File: src/rtl/risc_v_mike_uart_rx.sv
// UART receiver: 1 start, DATA_W data bits (LSB first), 1 even-parity bit, 1 stop.
// Deserialises the asynchronous rx pin into rx_data/rx_flag/parity_error for the
// UART register block. All state is on the rising edge of clk with synchronous reset.
module risc_v_mike_uart_rx #(
  parameter int DATA_W       = 8,
  parameter int CLKS_PER_BIT = 434
) (
  input  logic              clk,
  input  logic              rst,
  input  logic              rx,
  input  logic              rx_flag_clr,
  output logic [DATA_W-1:0] rx_data,
  output logic              rx_flag,
  output logic              parity_error,
  output logic              rx_busy
);

  localparam int CNT_W = (CLKS_PER_BIT > 1) ? $clog2(CLKS_PER_BIT) : 1;
  localparam int IDX_W = (DATA_W > 1) ? $clog2(DATA_W) : 1;
  localparam int H     = CLKS_PER_BIT / 2;

  localparam logic [CNT_W-1:0] CNT_HALF = CNT_W'(H - 1);
  localparam logic [CNT_W-1:0] CNT_LAST = CNT_W'(CLKS_PER_BIT - 1);
  localparam logic [IDX_W-1:0] IDX_LAST = IDX_W'(DATA_W - 1);

  typedef enum logic [2:0] {
    IDLE,
    START,
    DATA,
    PARITY,
    STOP,
    WAIT_IDLE
  } state_t;

  state_t            state;
  logic [CNT_W-1:0]  cnt;
  logic [IDX_W-1:0]  idx;
  logic [DATA_W-1:0] sh;
  logic              p_err;
  logic              rx_meta;
  logic              rx_s;

  // Two-flop synchroniser; both flops reset to the idle (high) line level.
  always_ff @(posedge clk) begin
    if (rst) begin
      rx_meta <= 1'b1;
      rx_s    <= 1'b1;
    end else begin
      rx_meta <= rx;
      rx_s    <= rx_meta;
    end
  end

  // Frame FSM with registered outputs; a valid stop's flag set overrides a same-edge clear.
  always_ff @(posedge clk) begin
    if (rst) begin
      state        <= IDLE;
      cnt          <= '0;
      idx          <= '0;
      sh           <= '0;
      p_err        <= 1'b0;
      rx_data      <= '0;
      rx_flag      <= 1'b0;
      parity_error <= 1'b0;
      rx_busy      <= 1'b0;
    end else begin
      if (rx_flag_clr) begin
        rx_flag <= 1'b0;
      end
      case (state)
        IDLE: begin
          if (!rx_s) begin
            state   <= START;
            cnt     <= '0;
            rx_busy <= 1'b1;
          end
        end
        START: begin
          if (cnt == CNT_HALF) begin
            cnt <= '0;
            if (!rx_s) begin
              state <= DATA;
              idx   <= '0;
            end else begin
              state   <= IDLE;
              rx_busy <= 1'b0;
            end
          end else begin
            cnt <= cnt + CNT_W'(1);
          end
        end
        DATA: begin
          if (cnt == CNT_LAST) begin
            cnt <= '0;
            sh  <= {rx_s, sh[DATA_W-1:1]};
            if (idx == IDX_LAST) begin
              state <= PARITY;
            end else begin
              idx <= idx + IDX_W'(1);
            end
          end else begin
            cnt <= cnt + CNT_W'(1);
          end
        end
        PARITY: begin
          if (cnt == CNT_LAST) begin
            cnt   <= '0;
            p_err <= rx_s ^ (^sh);
            state <= STOP;
          end else begin
            cnt <= cnt + CNT_W'(1);
          end
        end
        STOP: begin
          if (cnt == CNT_LAST) begin
            cnt <= '0;
            if (rx_s) begin
              rx_data      <= sh;
              parity_error <= p_err;
              rx_flag      <= 1'b1;
              state        <= IDLE;
              rx_busy      <= 1'b0;
            end else begin
              state <= WAIT_IDLE;
            end
          end else begin
            cnt <= cnt + CNT_W'(1);
          end
        end
        WAIT_IDLE: begin
          if (rx_s) begin
            state   <= IDLE;
            rx_busy <= 1'b0;
          end
        end
        default: begin
          state   <= IDLE;
          cnt     <= '0;
          rx_busy <= 1'b0;
        end
      endcase
    end
  end

endmodule

File: config.mk
export PLATFORM = sky130hd
export DESIGN_NAME = risc_v_mike_uart_rx
export DESIGN_NICKNAME = d
export VERILOG_FILES = /design/src/rtl/risc_v_mike_uart_rx.sv
export SDC_FILE = /design/constraint.sdc
export NUM_CORES = 1
export LEC_CHECK = 0
export CAP_MARGIN = 20
export CORE_MARGIN = 8
export CORE_UTILIZATION = 51
export CTS_CLUSTER_SIZE = 40
export DETAILED_ROUTE_END_ITERATION = 8
export GPL_TIMING_DRIVEN = 1
export PLACE_DENSITY = 0.85
export SETUP_SLACK_MARGIN = 0.1
export SLEW_MARGIN = 10
export SYNTH_ARGS = -nofsm -noshare
export SYNTH_HDL_FRONTEND = slang
export SYNTH_SLANG_ARGS = --single-unit
export TNS_END_PERCENT = 100
File: constraint.sdc
create_clock -name clk -period 1.9 [get_ports clk]
set_clock_uncertainty 0.15 [all_clocks]
set_input_delay 0.38 -clock clk [delete_from_list [all_inputs] [get_ports clk]]
set_output_delay 0.38 -clock clk [all_outputs]
set_load 0.02 [all_outputs]
Word level (Yosys, flattened, before mapping) --
Index checks and enable logic that the tools add are counted.
Cells by class: add/subtract/negate cells 2, equality and inequality tests 17, mux-type cells 28, bitwise gates (word level) 3, reductions and logical operators 12
Operators with widths (count):
- $mux 3 | 12
- $pmux 9 s4 | 1
- $mux 9 | 3
- $ne 2x2->1 const B | 9
- $pmux 3 s6 | 1
- $add 9x1->9 const B | 1
- $eq 3x3->1 const B | 3
- $eq 9x8->1 const B | 1
- $eq 9x9->1 const B | 1
- $mux 1 | 8
- $reduce_xor 8->1 | 1
- $reduce_and 7->1 | 1
- $eq 3x2->1 const B | 2
- $pmux 3 s2 | 1
- $reduce_and 2->1 | 3
- $pmux 1 s5 | 1
- $reduce_and 5->1 | 1
- $reduce_and 4->1 | 1
- $add 3x1->3 const B | 1
- $eq 3x1->1 const B | 1
- $logic_not 3->1 | 1
- $reduce_and 3->1 | 1
- $reduce_or 3->1 | 1
- $mux 2 | 1
- 4 further kinds | 5
Storage, ports and cells: register bits 37, bits of input ports 4, output and inout bits 11, word-level logic and storage cells 73

Depth between registers and ports, before layout --
Gate-level depths: netlist of the first run.
depth after elaboration 4, mapped depth 8, gate-level depth less buffers 7

Worst setup path after synthesis of the first run --
Ideal clock, no wire load.
path kind reg2reg, start register cnt[0], end register p_err, setup time 128 ps, data arrival time 1594 ps, required time 1622 ps, path slack 29 ps, cell stages (with the launch flop) 7, cells stage by stage dfxtp_1 > ha_1 > nand4b_1 > nor4_4 > or3b_1 > mux2i_1 > nor2_1
Between the ends: word-level cells in the longest chain between the ends 2
Ends and longest elaborated chain:
- from (decl) | RTL line 36 | logic [CNT_W-1:0] cnt;
- from (signal assigned) | RTL line 89 | cnt <= cnt + CNT_W'(1);
- from (signal assigned) | RTL line 102 | cnt <= cnt + CNT_W'(1);
- from (signal assigned) | RTL line 111 | cnt <= cnt + CNT_W'(1);
- $eq 9x9->1 | RTL line 106 | if (cnt == CNT_LAST) begin
- $reduce_and 2->1 (no line)
- to (signal assigned) | RTL line 108 | p_err <= rx_s ^ (^sh);
- to (decl) | RTL line 39 | logic p_err;
Every way passes these cells. A chain may end at the register's enable or synchronous reset.

Final worst setup path of the first run --
start register cnt[1], end register state[0]
Between the ends: word-level cells in the longest chain between the ends 3, elaborated cells between the ends (all ways) 7
Ends and longest elaborated chain:
- $eq 9x9->1 or $eq 9x8->1 (tied branches)
- $ne 2x2->1 (no line)
- $reduce_and 7->1 (no line) *
- to (signal assigned) | RTL line 97 | state <= PARITY;
- to (signal assigned) | RTL line 109 | state <= STOP;
- to (signal assigned) | RTL line 121 | state <= IDLE;
- to (decl) | RTL line 35 | state_t state;
Every way passes the cells marked *; elsewhere a longest branch is shown, timed or not.

==> results of run 1 <==
==> state kept, by name, indices dropped and copies added (netlist names) <==
signal / cells
parity_error: 1
rx_flag: 1
p_err: 1
state: 3
rx_data: 8
rx_busy: 1
idx: 3
rx_meta: 1
cnt: 9
rx_s: 1
sh: 8
==> Yosys cell counts, drive strengths merged, types with 2 or more instances <==
cell / n / share of area [%]
a211oi: 2 / 0.85
nor2: 24 / 5.1
a21oi: 14 / 4.0
dfxtp: 37 / 42
nand2: 23 / 4.9
mux2i: 11 / 6.2
nor3: 4 / 1.4
or3b: 3 / 1.5
nand3b: 3 / 1.3
clkbuf: 8 / 1.7
nand3: 15 / 4.2
nand2b: 3 / 1.1
a32oi: 2 / 0.99
a311oi: 2 / 0.99
or3: 2 / 0.71
xor2: 2 / 0.99
nor3b: 2 / 0.85
or2: 4 / 1.4
nand4b: 2 / 0.99
xnor2: 5 / 2.5
ha: 5 / 3.5
a31oi: 6 / 2.1
buf: 4 / 1.1
o21ai: 5 / 1.6
inv: 4 / 0.85
==> layer usage <==
layer	up-vias	track usage (%)	part of all wire [%]
li1	796	-	-
met5	-	0	0
met1	790	18.6	44
met2	44	24.5	49
met4	0	5.87	1.8
met3	6	4.79	5.2
==> power breakdown <==
group | total (uW) | internal (uW) | switching, uW | leakage [uW]
Clock | 591 | 313 | 279 | 0.0000445
Sequential | 795 | 784 | 11.9 | 0.000302
Combinational | 140 | 62.5 | 77.9 | 0.000571
Total | 1530 | 1160 | 369 | 0.000917
==> through the flow <==
step / TNS [ps] / utilization (%)
2_1_floorplan: 0 / -
6_report: -91.1 / 71.4
3_5_place_dp: 0 / 61.2
4_1_cts: 0 / 66.0
3_3_place_gp: 0 / 61.2
5_1_grt: -1670 / 71.4
==> critical path, delay by kind of cell, from the launching register on <==
family | cells | cell delay, ps
AND/OR/NAND/NOR | 4 | 890
adder cells (fa/ha/maj) | 1 | 120
AO/OA/AOI/OAI | 1 | 140
flip-flops | 1 | 340
buffers and inverters | 2 | 270
==> final cells by class <==
cell class	count	area share, %
Sequential cell	37	31.5
Clock buffer	6	2.15
Multi-Input combinational cell	152	47.7
Timing Repair Buffer	39	14.0
Tap cell	46	2.42
Clock inverter	2	1.58
Inverter	4	0.630
==> path summary, 6_finish.rpt <==
check | to | slack [ps] | cells after the start
min reg2reg | rx_s | 280 | 1
max reg2reg | state[0] | -90 | 8
max | state[0] | -90 | 8
min | rx_s | 280 | 1
==> kinds of logic (layout without fill, tap and decap cells) <==
group	count (synthesis)	count (layout)	synth area share, %
AND/OR/NAND/NOR	90	90	26.3
AO/OA/AOI/OAI	38	38	13.8
flip-flops	37	37	41.8
buffers and inverters	16	51	3.67
multiplexers	11	11	6.21
XOR/XNOR	8	8	4.73
adder cells (fa/ha/maj)	5	5	3.53
==> what timing repair did <==
| item | in CTS | in global routing |
|---|---|---|
| buffers inserted | 6 | 2 |
| pin swaps | 6 | 18 |
| gates cloned | 0 | 1 |
| setup endpoints to repair | 33 | 31 |
| hold buffers | 0 | 0 |
| gates resized for setup | 21 | 39 |
==> qor.csv, run 1 <==
metric;value;unit
pre-CTS setup slack;36.8;ps
crit path launch;cnt[1];
first-pass GRT wire length;6600;microns
Mapped Nets;214;
nets;248;
Core Area;3340;sq um
maximum clock path buffer count;2;
DRC;0;
initial antenna violation count;0;
Slew HR;73.1;%
CP Capture Type;register;
area post-placement;2040;sq um
Die H;75.0;microns
failing checks;setup timing;
die area;5620;sq um
cells after synthesis;205;
vias in the first global route;1470;
antenna violation net count after detailed routing;0;
Num CTS Buffers;5;
IO Port Bufs;14;
most frequent cells in the layout;dfxtp_1, nor2_1, nand2_1;
Setup CP Type;reg2reg;
worst-skew pair later-pin latency;360;ps
multi-input logic area;1140;sq um
CTS tree;yes;
Post-Place Cells;269;
Ant. Diodes;0;
class of the worst hold path;reg2reg;
TritonCTS Sinks;37;
top achievable clock speed;502;MHz
FF+latch count, synth;37;
CP Data Required Time;2010;ps
fin crit share;105;%
Worst-Margin Slew;401;ps
area delta synth->final;34.4;%
crit start category;register;
final hold slack;276;ps
pin count of the biggest net entering global routing;18;
Fin. Hold Viols;0;
Initial Util;53.1;%
die width;75.0;microns
final std cells w/o fill;286;
Post-Synthesis Cell Area;1770;sq um
Hold Startpoint;rx_meta;
wire per inst;16.1;microns
DP HPWL;2650;microns
commonest non-fill, non-tap cell in the layout;dfxtp_1;
Iter 0 DRT Violations;120;
I/O pin count;15;
Main synth FF type;dfxtp_1;
yosys warns;0;
WP data arrival;2110;ps
Seq. cell area;749;sq um
asr flop ratio synth;0;%
unrepaired setup endpoints after global routing;yes;
Finished Cell Area;2380;sq um
Max VDD drop;409;uV
register area share after synthesis;41.8;%
power per cell area;641;nW/um^2
Worst path slowest cell;dfxtp_2;
crit-path cells;inv_2 -> ha_4 -> nand4b_1 -> nor4_4 -> o21ai_2 -> buf_2 -> nor2b_1 -> nor3_1;
Overall Global Routing Usage;15.3;%
Slew Limit Fails;0;
Max Cap Viol;0;
number of synthesized flops with an enable pin;0;
root buffer cell;clkbuf_4;
Reg2Reg Launch Point;cnt[1];
Syn Area/Cell;8.65;sq um
clock-pin transition on the worst setup and hold timing paths;130;ps
LEAKAGE;0.000917;uW
Netlist cell types;42;
Final WS setup;-91.1;ps
Final Power;1530;uW
via/cell ratio;5.72;
fraction of layout cells with a size suffix above 1;32.5;%
outcome;finished, violations left;
drt total wl;4610;microns
fin crit period;1990;ps
Crit path largest cell delay;340;ps
H-tree Lvls;2;
via count;1636;
final setup fails;1;
total grt overflow;0;
Placer Congestion;0.875;
DR pass1 iterations;4;
fill count;238;
row count;21;
Worst Path Max Fanout;5;
Note: power is estimated with default switching activity, not from simulation.
==> run 2, diff against run 1 <==
- CAP_MARGIN: 20 -> default
==> results of run 2 <==
The final DEF is identical to that of run 1; final timing and power are the same.
==> run 3, diff against run 2 <==
- CORE_UTILIZATION: 51 -> 45
- PLACE_DENSITY: 0.85 -> 0.78
==> run 3 against run 2 <==
  * The run still ends with setup timing left
  * Sequential cell count is the same
  * Combinational power grew 21%
  * Register-to-register slack gained 80 ps
  * Maximum frequency grew 4.2%
  * Wire length grew 2.9%
  * Largest power group unchanged
==> qor.csv, run 3 (same netlist as run 1, synthesis figures left out) <==
metric;value;unit
Max Cap Viol;0;
Setup CP Type;reg2reg;
initial antenna violation count;0;
Core Area;3880;sq um
total grt overflow;0;
Overall Global Routing Usage;14.1;%
Num CTS Buffers;5;
WP data arrival;1940;ps
crit-path cells;ha_4 -> nand4b_1 -> nor4_4 -> buf_4 -> or3b_4 -> mux2i_1 -> nor2_1;
Crit path buffers/inverters;1;
R2R Setup Slk;-10;ps
clock-pin transition on the worst setup and hold timing paths;70;ps
H-tree Lvls;2;
area delta synth->final;38.6;%
pin count of the biggest net entering global routing;20;
drt total wl;4740;microns
unrepaired setup endpoints after global routing;yes;
Regs by FF count;cnt x9, rx_data x8, sh x8;
Max VDD drop;487;uV
commonest non-fill, non-tap cell in the layout;dfxtp_1;
TritonCTS Sinks;37;
Combinational Power Share;11.3;%
Worst-Margin Slew;339;ps
final setup fails;1;
Core Util, Final;63.3;%
delay-heaviest family, CP;simple AND/OR/NAND/NOR gates;
antenna violation net count after detailed routing;0;
CP Data Required Time;1930;ps
CP endpoint;p_err;
die width;78.8;microns
Worst path slowest cell;dfxtp_4;
Clock power frac;35.6;%
Initial Util;45.6;%
Crit path largest cell delay;410;ps
RR Endpoint;p_err;
Ant. Diodes;0;
crit path launch;cnt[0];
class of the worst hold path;reg2reg;
flip-flop count of the largest register after layout;9;
Worst Path Max Fanout;6;
row count;23;
crit start category;register;
LEAKAGE;0.00100;uW
worst-skew pair later-pin latency;290;ps
power per cell area;613;nW/um^2
first-pass GRT wire length;7020;microns
most frequent cells in the layout;dfxtp_1, buf_4, nand2_1;
CP Capture Type;register;
Finished Cell Area;2460;sq um
CTS tree;yes;
Slew Limit Fails;0;
via count;1680;
Worst path depth;7;
wire per inst;16.1;microns
Reg2Reg Launch Point;cnt[0];
Reg2Reg Depth;7;
fin crit share;101;%
Slew HR;76.8;%
die area;6200;sq um
DRC;0;
Largest Register;cnt;
Net Sw Frac;25.6;%
Iter 0 DRT Violations;212;
Fin. Hold Viols;0;
root buffer cell;clkbuf_8;
area post-placement;2070;sq um
Placer Congestion;0.834;
fill count;301;
outcome;finished, violations left;
DP HPWL;2740;microns
Seq pwr share;53.2;%
Die H;78.8;microns
Final WS setup;-11.5;ps
vias in the first global route;1461;
failing checks;setup timing;
Pint;1120;uW
maximum clock path buffer count;2;
DR pass1 iterations;5;
nets;252;
IO Port Bufs;14;
Psw;386;uW
fin crit period;1910;ps
fraction of layout cells with a size suffix above 1;30.3;%
I/O pin count;15;
via/cell ratio;5.71;
top achievable clock speed;523;MHz
run 3: repair_timing:
item                       in CTS  in global routing
gates resized for setup        22                 28
gates cloned                    0                  1
setup endpoints to repair      18                 39
pin swaps                      12                 24
setup buffers                   7                  3
hold buffers                    0                  0
run 3: how the worst min path moves through the flow:
stage	from	endpoint	slack, ps	depth (start not counted)
after detailed placement	rx_meta	rx_s	250	1
final	rx_meta	rx_s	280	1
after CTS	rx_meta	rx_s	280	1
after floorplan	rx_meta	rx_s	240	1
after global placement	rx_meta	rx_s	240	1
after global routing	rx_meta	rx_s	300	1
run 3: power by group through the flow:
stage	registers, uW	logic, uW	clock network, uW
2_1_floorplan	809	70.4	0
3_3_place_gp	813	114	0
3_5_place_dp	814	117	0
4_1_cts	796	129	536
5_1_grt	801	180	581
6_report	801	170	536
run 3: final cells by class:
| cell class | count | area (sq um) | share of cell area (%) |
|---|---|---|---|
| Clock buffer | 6 | 72.6 | 2.95 |
| Clock inverter | 2 | 10.0 | 0.407 |
| Inverter | 4 | 17.5 | 0.713 |
| Multi-Input combinational cell | 152 | 1130 | 45.8 |
| Sequential cell | 37 | 751 | 30.5 |
| Tap cell | 50 | 62.6 | 2.55 |
| Timing Repair Buffer | 43 | 418 | 17.0 |
run 3: metrics by stage:
| stage | setup TNS (ps) | hold slack, ps | total power, uW | cells | worst slack, ps |
|---|---|---|---|---|---|
| after floorplan | 0 | 239 | 879 | 205 | 73.1 |
| after detailed placement | -34.4 | 252 | 930 | 275 | -19.5 |
| final | -11.5 | 280 | 1510 | 294 | -11.5 |
| after CTS | 0 | 280 | 1460 | 290 | 33.2 |
| after global routing | -555 | 298 | 1560 | 294 | -114 |
| after global placement | 0 | 244 | 928 | 275 | 57.0 |
run 3: worst register-to-register path, cell delays in order (launching register included):
cell      delay [ps]
dfxtp_4          410
ha_4             140
nand4b_1         160
nor4_4           160
buf_4            190
or3b_4           400
mux2i_1          150
nor2_1            50
run 3: metal layers:
metal	wire length (microns)	up-vias	GRT usage (%)
met5	0	-	0
met4	77	0	6.48
met3	332	10	3.16
met2	2340	68	22.9
met1	1990	803	17.4
li1	-	799	-
